`config.mk`:
```
export PLATFORM = sky130hd
export DESIGN_NAME = uart_tx
export DESIGN_NICKNAME = d
export VERILOG_FILES = /design/src/rtl/uart_tx.sv
export SDC_FILE = /design/constraint.sdc
export NUM_CORES = 1
export LEC_CHECK = 0
export ABC_CLOCK_PERIOD_IN_PS = 2400
export BUFFER_PORTS_ARGS = -buffer_cell sky130_fd_sc_hd__buf_4
export CAP_MARGIN = 25
export CORE_UTILIZATION = 52
export CTS_CLUSTER_DIAMETER = 60
export DETAILED_ROUTE_END_ITERATION = 7
export PLACE_DENSITY_LB_ADDON = 0.08
export RECOVER_POWER = 25
export SYNTH_ARGS = -nofsm -noshare
export SYNTH_HDL_FRONTEND = slang
export SYNTH_SLANG_ARGS = --single-unit
```
`constraint.sdc`:
```
create_clock -name i_clk -period 2.4 [get_ports i_clk]
set_clock_uncertainty 0.15 [all_clocks]
set_input_delay 0.24 -clock i_clk [delete_from_list [all_inputs] [get_ports i_clk]]
set_output_delay 0.24 -clock i_clk [all_outputs]
set_load 0.02 [all_outputs]
```
`src/rtl/uart_tx.sv`:
```
// uart_tx: FIFO-fed asynchronous serial transmitter.
// Pops one word from a first-word-fall-through FIFO, then sends a start bit,
// DATA_W data bits LSB first, an optional parity bit and one or two stop bits.
// The line, busy and done outputs are all registered or decoded from state.
// Frame settings are latched at the pop, so the caller may change them freely
// while a frame is on the wire.
module uart_tx #(
    parameter int DATA_W = 8,
    parameter int DIV_W  = 16
) (
    input  logic              i_clk,
    input  logic              i_rst,
    input  logic              i_en,
    input  logic [DIV_W-1:0]  i_baud_div,
    input  logic              i_parity_en,
    input  logic              i_parity_odd,
    input  logic              i_two_stop,
    input  logic [DATA_W-1:0] i_fifo_data,
    input  logic              i_fifo_valid,
    output logic              o_fifo_rd_req,
    output logic              o_tx,
    output logic              o_busy,
    output logic              o_done
);

    localparam int               BIT_W    = (DATA_W > 1) ? $clog2(DATA_W) : 1;
    localparam logic [BIT_W-1:0] LAST_BIT = BIT_W'(DATA_W - 1);

    typedef enum logic [2:0] {
        S_IDLE,
        S_START,
        S_DATA,
        S_PARITY,
        S_STOP
    } state_t;

    // Control state (asynchronously reset).
    state_t            state_q,    state_d;
    logic [DIV_W-1:0]  baud_cnt_q, baud_cnt_d;
    logic [BIT_W-1:0]  bit_cnt_q,  bit_cnt_d;
    logic              stop_cnt_q, stop_cnt_d;
    logic              tx_q,       tx_d;
    logic              done_q,     done_d;

    // Per-frame payload and settings captured at the pop (no reset needed:
    // they are only read after a pop has loaded them).
    logic [DATA_W-1:0] shift_q,    shift_d;
    logic [DIV_W-1:0]  div_q,      div_d;
    logic              parity_q,   parity_d;
    logic              par_en_q,   par_en_d;
    logic              two_stop_q, two_stop_d;

    logic              pop;
    logic              bit_end;

    // A pop is only allowed in IDLE, never in the done cycle, never in reset.
    assign pop     = (state_q == S_IDLE) & i_en & i_fifo_valid & ~done_q & ~i_rst;
    assign bit_end = (baud_cnt_q == '0);

    assign o_fifo_rd_req = pop;
    assign o_tx          = tx_q;
    assign o_busy        = (state_q != S_IDLE);
    assign o_done        = done_q;

    // Next-state, bit timing and registered line value.
    always_comb begin
        state_d    = state_q;
        baud_cnt_d = baud_cnt_q;
        bit_cnt_d  = bit_cnt_q;
        stop_cnt_d = stop_cnt_q;
        tx_d       = tx_q;
        done_d     = 1'b0;
        shift_d    = shift_q;
        div_d      = div_q;
        parity_d   = parity_q;
        par_en_d   = par_en_q;
        two_stop_d = two_stop_q;

        case (state_q)
            S_IDLE: begin
                tx_d = 1'b1;
                if (pop) begin
                    state_d    = S_START;
                    tx_d       = 1'b0;
                    baud_cnt_d = i_baud_div;
                    bit_cnt_d  = '0;
                    stop_cnt_d = 1'b0;
                    shift_d    = i_fifo_data;
                    div_d      = i_baud_div;
                    parity_d   = (^i_fifo_data) ^ i_parity_odd;
                    par_en_d   = i_parity_en;
                    two_stop_d = i_two_stop;
                end
            end

            S_START: begin
                if (bit_end) begin
                    state_d    = S_DATA;
                    baud_cnt_d = div_q;
                    tx_d       = shift_q[0];
                end else begin
                    baud_cnt_d = baud_cnt_q - DIV_W'(1);
                end
            end

            S_DATA: begin
                if (bit_end) begin
                    baud_cnt_d = div_q;
                    if (bit_cnt_q == LAST_BIT) begin
                        if (par_en_q) begin
                            state_d = S_PARITY;
                            tx_d    = parity_q;
                        end else begin
                            state_d    = S_STOP;
                            stop_cnt_d = 1'b0;
                            tx_d       = 1'b1;
                        end
                    end else begin
                        bit_cnt_d = bit_cnt_q + BIT_W'(1);
                        shift_d   = shift_q >> 1;
                        tx_d      = shift_d[0];
                    end
                end else begin
                    baud_cnt_d = baud_cnt_q - DIV_W'(1);
                end
            end

            S_PARITY: begin
                if (bit_end) begin
                    state_d    = S_STOP;
                    baud_cnt_d = div_q;
                    stop_cnt_d = 1'b0;
                    tx_d       = 1'b1;
                end else begin
                    baud_cnt_d = baud_cnt_q - DIV_W'(1);
                end
            end

            S_STOP: begin
                tx_d = 1'b1;
                if (bit_end) begin
                    if (two_stop_q && !stop_cnt_q) begin
                        stop_cnt_d = 1'b1;
                        baud_cnt_d = div_q;
                    end else begin
                        state_d    = S_IDLE;
                        done_d     = 1'b1;
                        stop_cnt_d = 1'b0;
                        bit_cnt_d  = '0;
                    end
                end else begin
                    baud_cnt_d = baud_cnt_q - DIV_W'(1);
                end
            end

            default: begin
                state_d = S_IDLE;
                tx_d    = 1'b1;
            end
        endcase
    end

    // Control registers: reset drops any frame in flight and idles the line high.
    always_ff @(posedge i_clk or posedge i_rst) begin
        if (i_rst) begin
            state_q    <= S_IDLE;
            baud_cnt_q <= '0;
            bit_cnt_q  <= '0;
            stop_cnt_q <= 1'b0;
            tx_q       <= 1'b1;
            done_q     <= 1'b0;
        end else begin
            state_q    <= state_d;
            baud_cnt_q <= baud_cnt_d;
            bit_cnt_q  <= bit_cnt_d;
            stop_cnt_q <= stop_cnt_d;
            tx_q       <= tx_d;
            done_q     <= done_d;
        end
    end

    // Payload and frame settings, loaded at the pop and shifted per data bit.
    always_ff @(posedge i_clk) begin
        shift_q    <= shift_d;
        div_q      <= div_d;
        parity_q   <= parity_d;
        par_en_q   <= par_en_d;
        two_stop_q <= two_stop_d;
    end

endmodule

```
==> out/qor.csv, run 1 <==
stage;metric;value;unit
global_route;pin count of the biggest net entering global routing;32;
drt;DR vias;2270;
clocking;clock tree buffer depth;2;
drt;Post-DRT Antenna Nets;0;
cells_and_area;Non-Filler Instances;409;
power_and_ir_drop;Power Density;896;mW/mm^2
synth;Post-synth EDFFs;27;
drt;drt wl/cell;15.2;um
synth;syn nets;312;
drt;drt first pass iters;4;
power_and_ir_drop;Internal;1.96;mW
power_and_ir_drop;Sw Share;38.0;%
min_path;Hold Path Stages;2;
cells_and_area;Layout area overhead;24.0;%
place;Placer Congestion;0.880;
synth;Yosys cell types;52;
clocking;CTS root buf;clkbuf_8;
synth;#FFs+latches synth;52;
global_route;vias in the first global route;2237;
floorplan;chip width;75.9;um
cells_and_area;Final #Nets;373;
floorplan;I/O pin cnt;35;
synth;mean post-synth cell area;10.3;um^2
clocking;Clk pin slew, worst setup/hold paths;0.09;ns
synth;sequential fraction of the synthesis area;50.6;%
global_route;global-route wire length before repair;10.8;mm
timing;RSZ-0062 raised after global routing;false;
min_path;HP Class;in -> reg;
power_and_ir_drop;Sw Pwr;1.20;mW
min_path;worst hold endpoint;shift_q[0];
power_and_ir_drop;Lkg Pwr;1.36;nW
place;Port-buffer cells;34;
setup_path;critical path arrival;1.80;ns
clocking;# H-tree levels;2;
floorplan;starting density of the core;54.9;%
setup_path;CP Capture Type;output pin;
synth;predominant post-synthesis flop cell;edfxtp_1;
setup_path;reg2reg path depth;7;
setup_path;crit-path max FO;6;
global_route;initial antenna violation count;0;
cells_and_area;Antenna Cells;0;
drt;First DRT Iteration DRCs;193;
timing;setup TNS;0;ns
cells_and_area;share of layout cells above drive strength 1;22.1;%
clocking;clk_lat worst skew;0.30;ns
setup_path;CP Class;in -> out;
synth;cell count after synthesis;277;
floorplan;Core Rows;26;
drt;drt total wl;6.23;mm
timing;Max Slew Vio Count;0;
run_status;status;finished clean;
synth;Mapped Area;0.00284;mm^2
run;max cap viols;0;
place;post-DP HPWL;4.33;mm
place;placed insts;382;
global_route;global route overflow;0;
synth;Yosys warning count;0;
setup_path;Worst EP required;2.01;ns
power_and_ir_drop;Gate power share;40.0;%
timing;Slew @ Worst Pin;0.681;ns
timing;Final min period;2.19;ns
timing;Tcrit/Tclk final;91.2;%
timing;FMAX;0.457;GHz
timing;final setup fails;0;
cells_and_area;fill cell count;433;
drt;post-route DRC violation count;0;
drt;via-per-instance ratio;5.55;
timing;final hold vios;0;
setup_path;FF-to-FF End;bit_cnt_q[2];
setup_path;r2r setup slk;0.23;ns
floorplan;DIE AREA;0.00576;mm^2
power_and_ir_drop;Flop pwr share;43.8;%
setup_path;Startpoint Class;input port;
clocking;CTS tree;done;
setup_path;Reg2Reg Launch Point;baud_cnt_q[3];
min_path;hold_sp;i_fifo_data[0];
floorplan;Die Y;75.9;um
synth;async set-reset flop share out of synthesis;48.1;%
global_route;Total GRT Usage;24.0;%
timing;slew margin rel.;54.6;%
clocking;total CTS buffers;5;
power_and_ir_drop;Max IR drop VDD;0.000511;V
floorplan;core area;0.00517;mm^2
power_and_ir_drop;Clk pwr share;16.2;%
clocking;Sink Count;52;
cell usage after synthesis (2+ instances only):
master | n | share of area (%)
nor4_4 | 2 | 1.5
nor3_1 | 6 | 1.1
o22ai_1 | 2 | 0.44
xor2_1 | 10 | 3.1
clkbuf_1 | 9 | 1.2
and3b_1 | 2 | 0.62
mux2_2 | 7 | 2.8
a211o_1 | 2 | 0.62
xnor2_1 | 9 | 2.8
nor3b_1 | 2 | 0.53
a211oi_1 | 3 | 0.79
o2bb2ai_1 | 3 | 0.93
a211oi_2 | 2 | 0.88
nand2_1 | 20 | 2.6
ha_1 | 4 | 1.8
buf_2 | 5 | 0.88
a21oi_1 | 36 | 6.3
inv_1 | 6 | 0.79
nor2b_1 | 3 | 0.66
o22a_1 | 2 | 0.62
o21ai_1 | 2 | 0.35
buf_4 | 2 | 0.53
nand4b_1 | 2 | 0.62
dfrtp_1 | 24 | 21
edfxtp_1 | 27 | 29
nand3_1 | 7 | 1.2
nand2b_1 | 2 | 0.44
o21ai_0 | 24 | 4.2
and3_1 | 2 | 0.44
nor2_1 | 27 | 3.6
a221oi_1 | 2 | 0.62
logic make-up after synthesis:
family                     after synthesis  share of synthesized area [%]
DFF                                     52                           50.6
adders and majority gates                4                           1.76
xor gates and xnor gates                19                           5.86
buffers and inverters                   23                           3.79
AOI/OAI and AO/OA                       85                           17.9
muxes                                    8                           3.13
and+or+nand+nor                         86                           16.9
how the worst max path moves through the flow:
stage	slack, ns	endpoint	cells past startpoint	start
after global placement	0.21	bit_cnt_q[1]	8	baud_cnt_q[0]
final	0.21	o_fifo_rd_req	6	i_rst
after CTS	0.11	shift_q[7]	7	baud_cnt_q[0]
after global routing	0.05	baud_cnt_q[12]	9	baud_cnt_q[0]
after floorplan	0.13	shift_q[0]	5	o_done
after detailed placement	0.13	bit_cnt_q[0]	8	baud_cnt_q[0]
critical path, stage by stage:
cell and delay, ns:
dlygate4sd3_1 0.53, clkbuf_4 0.14, nor4bb_1 0.26, buf_4 0.17, and3b_2 0.28, buf_4 0.17
stage by stage:
stage	area, um^2	utilization (%)	worst slack [ns]	hold WS (ns)	total power [mW]
after floorplan	2840	-	0.129	0.117	2.25
after global placement	3250	62.9	0.209	0.193	2.61
after detailed placement	3250	62.9	0.131	0.195	2.64
after CTS	3530	68.3	0.114	0.0925	3.17
after global routing	3520	68.1	0.0519	0.0890	3.40
final	3520	68.1	0.211	0.107	3.16
registers in the layout, summed over array words and instances (netlist names):
signal / flops
baud_cnt_q: 16
div_q: 16
shift_q: 8
bit_cnt_q: 3
state_q: 3
o_done: 1
o_tx: 1
par_en_q: 1
parity_q: 1
stop_cnt_q: 1
two_stop_q: 1
layout by cell type, fill, tap and decap left out, drive strengths merged, types with 10 or more instances in the layout:
master	n
nand2	20
dfrtp	24
nor2	27
dlygate4sd3	19
xor2	10
buf	32
a21oi	36
clkbuf	28
o21ai	26
edfxtp	27
metal layers:
| metal | routed length (um) | vias up | GRT usage, % |
|---|---|---|---|
| met2 | 2800 | 43 | 37.4 |
| li1 | - | 1135 | - |
| met3 | 219 | 7 | 4.46 |
| met5 | 0 | - | 0 |
| met4 | 68 | 0 | 6.92 |
| met1 | 3150 | 1085 | 34.4 |
cell type report:
cell class,count,area [um^2],share of cell area [%]
Sequential cell,52,1440,40.8
Clock buffer,8,90.1,2.56
Timing Repair Buffer,71,576,16.3
Multi-Input combinational cell,202,1310,37.2
Tap cell,70,87.6,2.49
Inverter,6,22.5,0.639
what timing repair did:
| action | 4_1_cts | 5_1_grt |
|---|---|---|
| gates resized for setup | 0 | 2 |
| setup buffers | 0 | 0 |
| endpoints found under the hold margin | 42 | 0 |
| endpoints found under the setup margin | 0 | 28 |
| hold buffers | 19 | 0 |
power groups by stage:
stage | clock [mW] | sequential, mW | combinational, mW
final | 0.512 | 1.38 | 1.26
after global routing | 0.565 | 1.41 | 1.43
after CTS | 0.524 | 1.38 | 1.27
after detailed placement | 0 | 1.40 | 1.24
after global placement | 0 | 1.39 | 1.21
after floorplan | 0 | 1.33 | 0.919
(Power assumes the default switching activity.)
==> run 2, diff against run 1 <==
--- a/config.mk
+++ b/config.mk
@@ -12,7 +12,7 @@
 export CTS_CLUSTER_DIAMETER = 60
 export DETAILED_ROUTE_END_ITERATION = 7
 export PLACE_DENSITY_LB_ADDON = 0.08
-export RECOVER_POWER = 25
+export RECOVER_POWER = 50
 export SYNTH_ARGS = -nofsm -noshare
 export SYNTH_HDL_FRONTEND = slang
 export SYNTH_SLANG_ARGS = --single-unit
==> out/qor.csv, run 2 (synthesis gave the netlist of run 1 again) <==
stage;metric;value;unit
timing;setup TNS;0;ns
cells_and_area;Regs by FF count;baud_cnt_q (16), div_q (16), shift_q (8);
clocking;CTS tree;done;
clocking;CTS root buf;clkbuf_8;
clocking;clk_lat worst skew;0.30;ns
floorplan;I/O pin cnt;35;
setup_path;crit-path max FO;6;
cells_and_area;Layout area overhead;23.3;%
setup_path;Reg2Reg Launch Point;baud_cnt_q[3];
global_route;vias in the first global route;2237;
min_path;Hold Path Stages;2;
setup_path;CP Capture Type;output pin;
setup_path;crit-path cells;dlygate4sd3_1, clkbuf_4, nor4bb_1, clkbuf_1, and3b_2, buf_4;
setup_path;WP buf/inv;4;
timing;slew margin rel.;55.1;%
drt;drt first pass iters;4;
setup_path;reg2reg path depth;7;
drt;via-per-instance ratio;5.56;
floorplan;Core Rows;26;
setup_path;Worst EP required;2.01;ns
timing;Final min period;2.22;ns
drt;drt total wl;6.21;mm
place;post-DP HPWL;4.33;mm
timing;FMAX;0.451;GHz
min_path;HP Class;in -> reg;
timing;Tcrit/Tclk final;92.4;%
clocking;Sink Count;52;
clocking;# H-tree levels;2;
place;pre-CTS setup slack;0.131;ns
setup_path;CP Class;in -> out;
power_and_ir_drop;Lkg Pwr;1.34;nW
cells_and_area;fin util;67.7;%
timing;final worst setup slack;0.182;ns
floorplan;Die Y;75.9;um
power_and_ir_drop;Power Density;897;mW/mm^2
setup_path;r2r setup slk;0.23;ns
power_and_ir_drop;Max IR drop VDD;0.000511;V
timing;Max Slew Vio Count;0;
timing;final hold vios;0;
timing;Fin Hold WS;0.109;ns
min_path;hold_sp;i_fifo_data[0];
cells_and_area;Final #Nets;373;
global_route;initial antenna violation count;0;
global_route;Total GRT Usage;24.0;%
global_route;global-route wire length before repair;10.8;mm
place;Placer Congestion;0.880;
floorplan;core area;0.00517;mm^2
clocking;clock tree buffer depth;2;
cells_and_area;commonest cells after routing, fill and taps aside;a21oi_1, nor2_1, edfxtp_1;
drt;post-route DRC violation count;0;
setup_path;CP delay by family, top;buffers and inverters;
cells_and_area;post-route cell area;0.00350;mm^2
setup_path;Startpoint Class;input port;
place;Port-buffer cells;34;
place;Placed Instance Area;0.00325;mm^2
drt;First DRT Iteration DRCs;186;
drt;Post-DRT Antenna Nets;0;
cells_and_area;share of layout cells above drive strength 1;20.6;%
cells_and_area;commonest non-fill, non-tap cell in the layout;a21oi_1;
cells_and_area;fill cell count;439;
timing;final setup fails;0;
timing;Slew @ Worst Pin;0.674;ns
clocking;Clk pin slew, worst setup/hold paths;0.09;ns
setup_path;FF-to-FF End;bit_cnt_q[2];
floorplan;DIE AREA;0.00576;mm^2
drt;DR vias;2274;
floorplan;chip width;75.9;um
floorplan;starting density of the core;54.9;%
min_path;worst hold endpoint;shift_q[0];
global_route;global route overflow;0;
clocking;total CTS buffers;5;
global_route;pin count of the biggest net entering global routing;32;
drt;drt wl/cell;15.2;um
cells_and_area;Antenna Cells;0;
run_status;status;finished clean;
setup_path;critical path arrival;1.83;ns
run;max cap viols;0;
setup_path;CP max-delay cell;dlygate4sd3_1;
timing;RSZ-0062 raised after global routing;false;
setup_path;Worst path max stage delay;0.53;ns
[run 2: changes by cell type in the layout (fill, tap and decap cells not counted), sizes merged]
cell	previous run	this run
buf	32	27
clkbuf	28	33
[run 2: cell type report]
type | instances | area [um^2] | share of cell area, %
clock buffer | 8 | 90.1 | 2.57
sequential | 52 | 1440 | 41.0
multi-input combinational | 202 | 1310 | 37.4
inverter | 6 | 22.5 | 0.643
timing repair buffer | 71 | 557 | 15.9
tap | 70 | 87.6 | 2.50
[run 2: worst max path at each step]
stage | from | end | slack (ns) | cells after the start
detailed placement | baud_cnt_q[0] | bit_cnt_q[0] | 0.13 | 8
global route | i_rst | o_fifo_rd_req | 0.05 | 6
floorplan | o_done | shift_q[0] | 0.13 | 5
finish | i_rst | o_fifo_rd_req | 0.18 | 6
global placement | baud_cnt_q[0] | bit_cnt_q[1] | 0.21 | 8
CTS | baud_cnt_q[0] | shift_q[7] | 0.11 | 7
[run 2: report_power, final]
part,switching [mW],internal (mW)
Clock,0.273,0.236
Combinational,0.672,0.577
Sequential,0.251,1.13
[run 2: what timing repair did]
| action | CTS | global route |
|---|---|---|
| hold endpoints to repair | 42 | 0 |
| endpoints found under the setup margin | 0 | 28 |
| setup buffers | 0 | 0 |
| hold buffers | 19 | 0 |
| gates resized for setup | 0 | 2 |
[run 2: through the flow]
stage,cells,power [mW]
final,409,3.14
after floorplan,277,2.25
after global routing,409,3.38
after detailed placement,382,2.64
after global placement,382,2.61
after CTS,409,3.17
[run 2: metal layers]
metal,up-vias,track usage (%),share of wire (%)
met5,-,0,0
met4,0,6.92,1.1
met3,7,4.46,3.3
met2,42,37.4,45
met1,1091,34.4,50
li1,1134,-,-
